File: config.mk
export PLATFORM = sky130hd
export DESIGN_NAME = cam_capture_flat
export DESIGN_NICKNAME = d
export VERILOG_FILES = /design/src/rtl/vga_pkg.sv /design/src/rtl/cam_capture_if.sv /design/src/rtl/cam_byte_pack.sv /design/src/rtl/cam_capture.sv /design/src/flat_wrapper.sv
export SDC_FILE = /design/constraint.sdc
export NUM_CORES = 1
export LEC_CHECK = 0
export BUFFER_PORTS_ARGS = -buffer_cell sky130_fd_sc_hd__buf_4
export CAP_MARGIN = 20
export CORE_ASPECT_RATIO = 0.8
export CORE_UTILIZATION = 40
export CTS_CLUSTER_SIZE = 12
export DETAILED_ROUTE_END_ITERATION = 10
export GPL_TIMING_DRIVEN = 0
export PLACE_DENSITY = 0.56
export SLEW_MARGIN = 25
export SYNTH_ARGS = -nofsm -noshare
export SYNTH_HDL_FRONTEND = slang
export SYNTH_HIERARCHICAL = 1
export SYNTH_SLANG_ARGS = --single-unit
File: constraint.sdc
create_clock -name clk_25 -period 5.5 [get_ports clk_25]
set_input_delay 1.1 -clock clk_25 [delete_from_list [all_inputs] [get_ports clk_25]]
set_output_delay 1.1 -clock clk_25 [all_outputs]
set_load 0.005 [all_outputs]
File: src/rtl/vga_pkg.sv
// Definitions shared by the camera writer and the VGA display path: colours,
// default geometry, RGB565 field positions and capture FSM states.
package vga_pkg;

    typedef logic [2:0] rgb3_t;

    localparam rgb3_t BLACK = 3'b000;
    localparam rgb3_t RED   = 3'b100;
    localparam rgb3_t WHITE = 3'b111;

    localparam int H_PIX_DEF = 640;
    localparam int V_PIX_DEF = 480;

    // MSB of each RGB565 field within its camera byte
    localparam int PH0_R_MSB = 7;
    localparam int PH0_G_MSB = 2;
    localparam int PH1_B_MSB = 4;

    typedef enum logic [1:0] {
        ST_IDLE,
        ST_SYNC,
        ST_ACTIVE
    } cap_state_t;

    // 8 equal vertical bars 000..111 across a line of 'width' output pixels
    function automatic rgb3_t bar_colour(input int x_out, input int width);
        return 3'((x_out * 8) / width);
    endfunction

endpackage

File: src/rtl/cam_capture_if.sv
// Camera byte stream in, frame-buffer write port out.
interface cam_capture_if #(
    parameter int ADDR_W = 15
);
    logic              cam_vsync;
    logic              cam_href;
    logic              cam_valid;
    logic [7:0]        cam_data;
    logic              wr_en;
    logic [ADDR_W-1:0] wr_addr;
    logic [2:0]        wr_data;

    modport master (
        output cam_vsync, cam_href, cam_valid, cam_data,
        input  wr_en, wr_addr, wr_data
    );

    modport slave (
        input  cam_vsync, cam_href, cam_valid, cam_data,
        output wr_en, wr_addr, wr_data
    );
endinterface

File: src/rtl/cam_byte_pack.sv
// Pairs camera bytes into RGB565 pixels and thresholds them to 3-bit RGB.
module cam_byte_pack
    import vga_pkg::*;
(
    input  logic       clk_25,
    input  logic       reset,
    input  logic       clr,
    input  logic       byte_en,
    input  logic [7:0] data,
    output logic       phase,
    output logic       pix_valid,
    output rgb3_t      pix_rgb
);
    logic [7:0] hi_byte;

    always_ff @(posedge clk_25) begin
        if (reset) begin
            phase   <= 1'b0;
            hi_byte <= '0;
        end else if (clr) begin
            phase   <= 1'b0;
        end else if (byte_en) begin
            if (!phase) hi_byte <= data;
            phase <= ~phase;
        end
    end

    // Pixel is complete on the phase-1 byte; the top registers it
    assign pix_valid = byte_en & phase;
    assign pix_rgb   = {hi_byte[PH0_R_MSB], hi_byte[PH0_G_MSB], data[PH1_B_MSB]};

endmodule

File: src/rtl/cam_capture.sv
// Camera-side frame-buffer writer: FSM, x/y counters, decimation, addressing.
// Define CAM_TESTPAT_EN to replace camera pixels with vertical colour bars.
module cam_capture
    import vga_pkg::*;
#(
    parameter int H_PIX  = H_PIX_DEF,
    parameter int V_PIX  = V_PIX_DEF,
    parameter int DECIM  = 4,
    parameter int ADDR_W = 15
) (
    input  logic          clk_25,
    input  logic          reset,
    input  logic          capture_en,
    cam_capture_if.slave  cam,
    output logic          frame_done,
    output logic          frame_err
);
    localparam int XW = $clog2(H_PIX + 1);
    localparam int YW = $clog2(V_PIX + 1);
    localparam int XO = H_PIX / DECIM;

    cap_state_t        state;
    logic              vsync_d, href_d, line_had_byte;
    logic [XW-1:0]     x;
    logic [YW-1:0]     y;
    logic [ADDR_W-1:0] addr_cnt;
    logic              wr_en_q;
    logic [ADDR_W-1:0] wr_addr_q;
    rgb3_t             wr_data_q;

    logic  vs_rise, vs_fall, line_end, active, byte_en, clr;
    logic  phase, pix_valid, in_frame, on_grid;
    rgb3_t pix_rgb, pix_colour;

    assign vs_rise  = cam.cam_vsync & ~vsync_d;
    assign vs_fall  = ~cam.cam_vsync & vsync_d;
    assign active   = (state == ST_ACTIVE);
    assign line_end = active & href_d & ~cam.cam_href;
    // vsync rise takes priority over a pixel completing in the same cycle
    assign byte_en  = active & ~vs_rise & cam.cam_href & cam.cam_valid;
    assign clr      = ~active | vs_rise | line_end;

    assign in_frame = (x < XW'(H_PIX)) && (y < YW'(V_PIX));
    assign on_grid  = ((x & XW'(DECIM - 1)) == '0) && ((y & YW'(DECIM - 1)) == '0);

`ifdef CAM_TESTPAT_EN
    assign pix_colour = bar_colour(int'(x) / DECIM, XO);
`else
    assign pix_colour = pix_rgb;
`endif

    cam_byte_pack u_pack (
        .clk_25    (clk_25),
        .reset     (reset),
        .clr       (clr),
        .byte_en   (byte_en),
        .data      (cam.cam_data),
        .phase     (phase),
        .pix_valid (pix_valid),
        .pix_rgb   (pix_rgb)
    );

    always_ff @(posedge clk_25) begin
        if (reset) begin
            state         <= ST_IDLE;
            vsync_d       <= 1'b0;
            href_d        <= 1'b0;
            line_had_byte <= 1'b0;
            x             <= '0;
            y             <= '0;
            addr_cnt      <= '0;
            wr_en_q       <= 1'b0;
            wr_addr_q     <= '0;
            wr_data_q     <= BLACK;
            frame_done    <= 1'b0;
            frame_err     <= 1'b0;
        end else begin
            vsync_d    <= cam.cam_vsync;
            href_d     <= cam.cam_href;
            wr_en_q    <= 1'b0;
            frame_done <= 1'b0;
            case (state)
                ST_IDLE: if (cam.cam_vsync) state <= ST_SYNC;
                ST_SYNC: begin
                    if (vs_fall && capture_en) begin
                        state         <= ST_ACTIVE;
                        x             <= '0;
                        y             <= '0;
                        line_had_byte <= 1'b0;
                        addr_cnt      <= '0;
                        wr_addr_q     <= '0;
                        frame_err     <= 1'b0;
                    end
                end
                ST_ACTIVE: begin
                    if (vs_rise) begin
                        frame_done <= 1'b1;
                        state      <= ST_SYNC;
                    end else begin
                        if (byte_en) line_had_byte <= 1'b1;
                        if (pix_valid) begin
                            if (in_frame) begin
                                if (on_grid) begin
                                    wr_en_q   <= 1'b1;
                                    wr_addr_q <= addr_cnt;
                                    wr_data_q <= pix_colour;
                                    addr_cnt  <= addr_cnt + 1'b1;
                                end
                            end else begin
                                frame_err <= 1'b1;
                            end
                            if (x < XW'(H_PIX)) x <= x + 1'b1;
                        end
                        // line end cannot coincide with a byte: href is low
                        if (line_end) begin
                            x             <= '0;
                            line_had_byte <= 1'b0;
                            if (line_had_byte && (y < YW'(V_PIX))) y <= y + 1'b1;
                            if (phase) frame_err <= 1'b1;
                        end
                    end
                end
                default: state <= ST_IDLE;
            endcase
        end
    end

    assign cam.wr_en   = wr_en_q;
    assign cam.wr_addr = wr_addr_q;
    assign cam.wr_data = wr_data_q;

endmodule

File: src/flat_wrapper.sv
// flat-port wrapper written by rule: the top's interface ports become plain ports
module cam_capture_flat import vga_pkg::*;
#(
    parameter int H_PIX  = H_PIX_DEF,
    parameter int V_PIX  = V_PIX_DEF,
    parameter int DECIM  = 4,
    parameter int ADDR_W = 15
)
  (clk_25, reset, capture_en, frame_done, frame_err, cam_cam_vsync, cam_cam_href, cam_cam_valid, cam_cam_data, cam_wr_en, cam_wr_addr, cam_wr_data);
  cam_capture_if #(.ADDR_W(ADDR_W)) cam_i ();
  input  logic clk_25;
  input  logic reset;
  input  logic capture_en;
  output logic frame_done;
  output logic frame_err;
  input wire logic [$bits(cam_i.cam_vsync)-1:0] cam_cam_vsync;
  input wire logic [$bits(cam_i.cam_href)-1:0] cam_cam_href;
  input wire logic [$bits(cam_i.cam_valid)-1:0] cam_cam_valid;
  input wire logic [$bits(cam_i.cam_data)-1:0] cam_cam_data;
  output wire logic [$bits(cam_i.wr_en)-1:0] cam_wr_en;
  output wire logic [$bits(cam_i.wr_addr)-1:0] cam_wr_addr;
  output wire logic [$bits(cam_i.wr_data)-1:0] cam_wr_data;
  assign cam_i.cam_vsync = cam_cam_vsync;
  assign cam_i.cam_href = cam_cam_href;
  assign cam_i.cam_valid = cam_cam_valid;
  assign cam_i.cam_data = cam_cam_data;
  assign cam_wr_en = cam_i.wr_en;
  assign cam_wr_addr = cam_i.wr_addr;
  assign cam_wr_data = cam_i.wr_data;
  cam_capture #(.H_PIX(H_PIX), .V_PIX(V_PIX), .DECIM(DECIM), .ADDR_W(ADDR_W)) u_core (.clk_25(clk_25), .reset(reset), .capture_en(capture_en), .cam(cam_i), .frame_done(frame_done), .frame_err(frame_err));
endmodule
-- After elaboration in Yosys (flattened, before gate mapping)
Cells that the tools add are included.
- flip-flop bits (word level): 69
- output and inout port bits: 21
- word-level logic and storage cells: 110
- bits of input ports: 14
- multiplexer cells: 39
- equality and inequality tests: 14
- bitwise operators: 19
- reductions and logical operators: 19
- $lt $le $gt $ge: 2
- add/subtract/negate cells: 3
- operators by type and width (operator ; number):
    $mux 15 ; 9
    $pmux 15 s2 ; 2
    $mux 10 ; 5
    $mux 9 ; 4
    $pmux 10 s2 ; 1
    $pmux 9 s2 ; 1
    $add 15x1->15 const B ; 1
    $reduce_and 5->1 ; 3
    $ne 2x2->1 const B ; 6
    $mux 1 ; 11
    $add 10x1->10 const B ; 1
    $logic_not 10->1 ; 1
    $lt 10x10->1 const B ; 1
    $add 9x1->9 const B ; 1
    $logic_not 9->1 ; 1
    $lt 9x9->1 const B ; 1
    $ne 3x2->1 const B ; 3
    $not 1->1 ; 9
    $reduce_and 3->1 ; 3
    $and 1x1->1 ; 8
    $mux 2 ; 3
    $ne 2x1->1 const B ; 3
    $pmux 2 s3 ; 1
    $reduce_and 6->1 ; 1
    10 further kinds ; 16

-- Longest topological paths before layout
- word-level depth: 12
- depth in mapped cells: 12
- mapped depth without buffers: 8

-- Modules after synthesis
Netlist, hierarchy kept.
- by module, submodules not included (module ; instances ; seq. area each (um^2) ; cells an instance ; area each (um^2)):
    cam_capture ; 1 ; 1201.2 ; 304 ; 2677.6
    cam_byte_pack ; 1 ; 60.1 ; 14 ; 152.6

-- Worst setup path before layout
Ideal clock, no wire load.
- path type: input-to-reg
- start point: input port cam_cam_vsync
- end point: register u_core.addr_cnt[13]
- slack: 2.450 ns
- data arrival time: 2.918 ns
- stages on the path: 11
- library setup time: 0.132 ns
- data required time: 5.368 ns
- buffers on the path: 3
- path through: nand2b_1 > buf_4 > nand2_2 > nor2_1 > and2_2 > clkbuf_1 > and4_1 > a21oi_2 > buf_2 > o41ai_1 > a21oi_1
- cells in the longest elaborated chain, start to end: 8
- elaborated cells between the ends (all ways): 13
- classes of those cells: eq/ne: 3; bitwise: 8; reduce/logical: 2
- RTL lines (item ; line ; source):
    start, declared ; flat_wrapper.sv:16 ; input wire logic [$bits(cam_i.cam_vsync)-1:0] cam_cam_vsync;
    $and 1x1->1 ; cam_capture.sv:35 ; assign vs_rise = cam.cam_vsync & ~vsync_d;
    $not 1->1 (no source line) ; -- ;
    $and 1x1->1 (3 in series) ; cam_capture.sv:40 ; assign byte_en = active & ~vs_rise & cam.cam_href & cam.cam_valid;
    named net u_core.byte_en ; cam_capture.sv:31 ; logic vs_rise, vs_fall, line_end, active, byte_en, clr;
    $and 1x1->1 ; cam_byte_pack.sv:29 ; assign pix_valid = byte_en & phase;
    named net u_core.pix_valid ; cam_capture.sv:32 ; logic phase, pix_valid, in_frame, on_grid;
    $ne 2x2->1 (no source line) ; -- ;
    $reduce_and 6->1 (no source line) ; -- ;
    end signal, assigned ; cam_capture.sv:107 ; addr_cnt <= addr_cnt + 1'b1;
    end, declared ; cam_capture.sv:26 ; logic [ADDR_W-1:0] addr_cnt;
The timed path passes the listed nets, and every way through them passes these cells.
A chain may end at the register's enable or synchronous reset.

-- Worst setup path in the final report
- start point: input port cam_cam_vsync
- end point: register u_core.wr_addr_q[6], in the netlist u_core/cam.wr_addr[6]
- cells in the longest elaborated chain, start to end: 8
- elaborated cells between the ends (all ways): 13
- classes of those cells: eq/ne: 3; bitwise: 8; reduce/logical: 2
- RTL lines (item ; line ; source):
    $and 1x1->1 ; cam_capture.sv:35 ;
    $not 1->1 (no source line) ; -- ;
    $and 1x1->1 (3 in series) ; cam_capture.sv:40 ;
    named net u_core.byte_en ; cam_capture.sv:31 ;
    $and 1x1->1 ; cam_byte_pack.sv:29 ;
    named net u_core.pix_valid ; cam_capture.sv:32 ;
    $ne 2x2->1 (no source line) ; -- ;
    $reduce_and 6->1 (no source line) ; -- ;
    end signal, assigned ; cam_capture.sv:105 ; wr_addr_q <= addr_cnt;
    end, declared ; cam_capture.sv:28 ; logic [ADDR_W-1:0] wr_addr_q;
The timed path passes the listed nets, and every way through them passes these cells.

==> impl_metrics.py <==
metrics = {
    "outcome": {
        "status": "completed",
    },
    "logic_synthesis": {
        "yosys-top-cells-area": "dfxtp_1 45%, nor2_1 7.7%, xnor2_1 5.0%, a22oi_1 4.5%, nand3_1 2.3%",
        "syn_area_um2": 2830,
        "syn_area_per_cell_um2": 8.900,
        "ys.flop_type": "dfxtp_1",
        "synth_nets": 337,
        "ys_ff_latch": 63,
        "synth_top_area_frac": 0.4456,
        "async_reset_ff_frac": 0,
        "synthCells": 318,
        "seq_area_frac_synth": 0.4456,
        "yosysTopAreaCell": "dfxtp_1",
        "synth_edf_count": 0,
        "synth_cell_types": 50,
        "ys_top_cells_by_count": "63 x dfxtp_1, 58 x nor2_1, 17 x a22oi_1",
        "yosysMostFrequentCell": "dfxtp_1",
        "ys.warnings.count": 6,
    },
    "floorplan": {
        "rows": 27,
        "dieWidth_um": 96.05,
        "start_util": 0.4127,
        "dieArea_um2": 7418,
        "dieHeight_um": 77.24,
        "pin_count": 35,
        "core_area_um2": 6858,
    },
    "global_route": {
        "antenna_found_initial": 0,
        "busiest_layer": "met1",
        "grt_max_degree": 12,
        "grt_overflow": 0,
        "grt_pass1_wl_mm": 11.30,
        "grt.met3_usage": 0.06448,
        "track_usage": 0.2043,
        "use_met1": 0.2918,
        "first_global_vias": 2246,
        "global_route.usage.met2": 0.2830,
    },
    "final_layout": {
        "area_growth_pct": 18.26,
        "multi_input_area_um2": 1463,
        "diodes": 0,
        "final_layout_size_suffix_gt1_frac": 0.1740,
        "fin_util": 0.4881,
        "fillCellCount": 680,
        "seq_area_um2": 1261,
        "design_area_um2": 3347,
        "nets": 376,
    },
    "clock_tree": {
        "clk-insertion-delay-late_ns": 0.34,
        "holdBufCountCts": 0,
        "numCtsBuffers": 9,
        "cts_tree": "done",
        "ctsResizeCount": 0,
        "root_buffer": "clkbuf_8",
        "cts_sinks": 63,
        "post-cts-setup-buffer-count": 0,
        "htree_levels": 3,
        "clock_path_buffers": 2,
        "path_clk_slew_ns": 0.07,
    },
    "timing": {
        "setup_viol_count_final": 0,
        "tns_ns": 0,
        "fin_worst_skew_ns": 0.006202,
        "rsz0062_at_grt": "no",
        "hold_viol": 0,
        "timing.final.crit_share": 0.6148,
        "tightest_slew_ns": 0.7143,
        "layout_min_cycle_time_ns": 3.381,
        "slew_violations": 0,
        "max_freq_mhz": 295.7,
        "slew_headroom": 0.5216,
    },
    "drt": {
        "vias": 2417,
        "vias_per_cell": 5.383,
        "wirelength_mm": 6.703,
        "drtIter0Drc": 148,
        "ant_nets": 0,
        "drcViolationCount": 0,
        "routedWlPerCell_um": 14.93,
        "drtPass1Iterations": 5,
    },
    "setup_path": {
        "worstSetupStartpoint": "cam_cam_vsync",
        "critPathRequiredTime_ns": 5.77,
        "crit_fanout": 10,
        "r2r_cells": 11,
        "endpoint_kind": "flop",
        "r2r-start": "u_core/state[1]",
        "path_class": "input pin to flop",
        "crit_arrival_ns": 3.65,
        "cp-start-kind": "input pin",
        "r2r_end": "u_core/cam.wr_addr[6]",
        "rrSetupSlack_ns": 2.56,
    },
    "pwr": {
        "power_density_nw_per_um2": 264.9,
        "p_leak_nw": 1.149,
        "ir_drop_uv": 132.8,
    },
    "run": {
        "max-cap-violations": 0,
    },
    "place": {
        "placedInstanceArea_um2": 3149,
        "finalWeightedCongestion": 0.7669,
        "hpwl_mm": 4.645,
        "io_buffer_count": 28,
    },
    "min_path": {
        "holdPathEnd": "u_core/u_pack/hi_byte[7]",
        "holdPathStages": 2,
        "hold_class": "flop to flop",
        "min-delay-start": "u_core/u_pack/hi_byte[7]",
    },
}
==> cell families after synthesis <==
kind of cell,count (synthesis),share of synthesized area
AOI/OAI and AO/OA,50,0.1353
xor gates and xnor gates,18,0.05570
adders and majority gates,5,0.02210
buffers and inverters,23,0.03758
DFF,63,0.4456
muxes,6,0.02122
and+or+nand+nor,153,0.2825
==> per-stage QoR <==
stage	setup WS [ns]	instances	power (mW)	hold slack [ns]
2_1_floorplan	2.450	318	0.4843	0.4477
3_3_place_gp	1.785	433	0.4972	0.4627
3_5_place_dp	1.785	433	0.4972	0.4656
4_1_cts	2.137	449	0.9033	0.4821
5_1_grt	1.864	449	0.9276	0.5050
6_report	2.119	449	0.8867	0.4746
==> worst max path at each step <==
stage / endpoint / slack [ns]
floorplan: u_core/addr_cnt[13] / 2.45
global placement: u_core/cam.wr_addr[12] / 1.79
detailed placement: u_core/cam.wr_addr[7] / 1.79
CTS: u_core/cam.wr_addr[6] / 2.14
global route: u_core/cam.wr_addr[12] / 1.86
finish: u_core/cam.wr_addr[6] / 2.12
==> power by group <==
group	leakage (nW)	internal [mW]	switching, mW
Combinational	0.543	0.00946	0.0183
Clock	0.0981	0.219	0.181
Sequential	0.508	0.457	0.00141
Total	1.15	0.686	0.201
==> worst max-delay path: stages <==
cell      delay, ns
buf_4          0.14
nand2b_1       0.07
buf_4          0.14
nand2_2        0.15
nor2_1         0.29
and2_2         0.19
clkbuf_1       0.31
nand4_1        0.24
nor2_2         0.46
buf_2          0.33
a22oi_1        0.12
nor2_1         0.09
==> area by class of cell <==
type                    instances  area share
clock buffers                  10     0.04112
plain buffers                  15     0.02280
clock inverters                 6     0.01794
inverters                       8    0.008972
multi-input cells             232      0.4370
flip-flops and latches         63      0.3768
repair buffers                 28     0.06280
well taps                      87     0.03252
==> flip-flops by register name, indices dropped and copies added (netlist names) <==
| register | cells |
|---|---|
| u_core/addr_cnt | 15 |
| u_core/cam.wr_addr | 15 |
| u_core/cam.wr_data | 3 |
| u_core/cam.wr_en | 1 |
| u_core/frame_done | 1 |
| u_core/frame_err | 1 |
| u_core/href_d | 1 |
| u_core/line_had_byte | 1 |
| u_core/state | 2 |
| u_core/u_pack/hi_byte | 2 |
| u_core/u_pack/phase | 1 |
| u_core/vsync_d | 1 |
| u_core/x | 10 |
| u_core/y | 9 |
==> cell usage in the layout, fill, tap and decap left out, types with 6 or more instances in the layout <==
cell	netlist	layout
a21oi_1	11	11
a22oi_1	17	17
buf_4	4	32
clkbuf_1	7	7
clkbuf_8	0	10
dfxtp_1	63	63
inv_1	8	8
mux2i_1	6	6
nand2_1	14	14
nand2b_1	7	7
nand3_1	13	13
nand4_1	10	10
nor2_1	58	58
nor3_1	12	12
nor4_1	7	7
xnor2_1	16	16
==> metal layers <==
layer | share of wire | routed length, um
met1 | 0.52 | 3504
met2 | 0.42 | 2787
met3 | 0.050 | 337
met4 | 0.011 | 75
met5 | 0 | 0
Note: power is estimated with default switching activity, not from simulation.
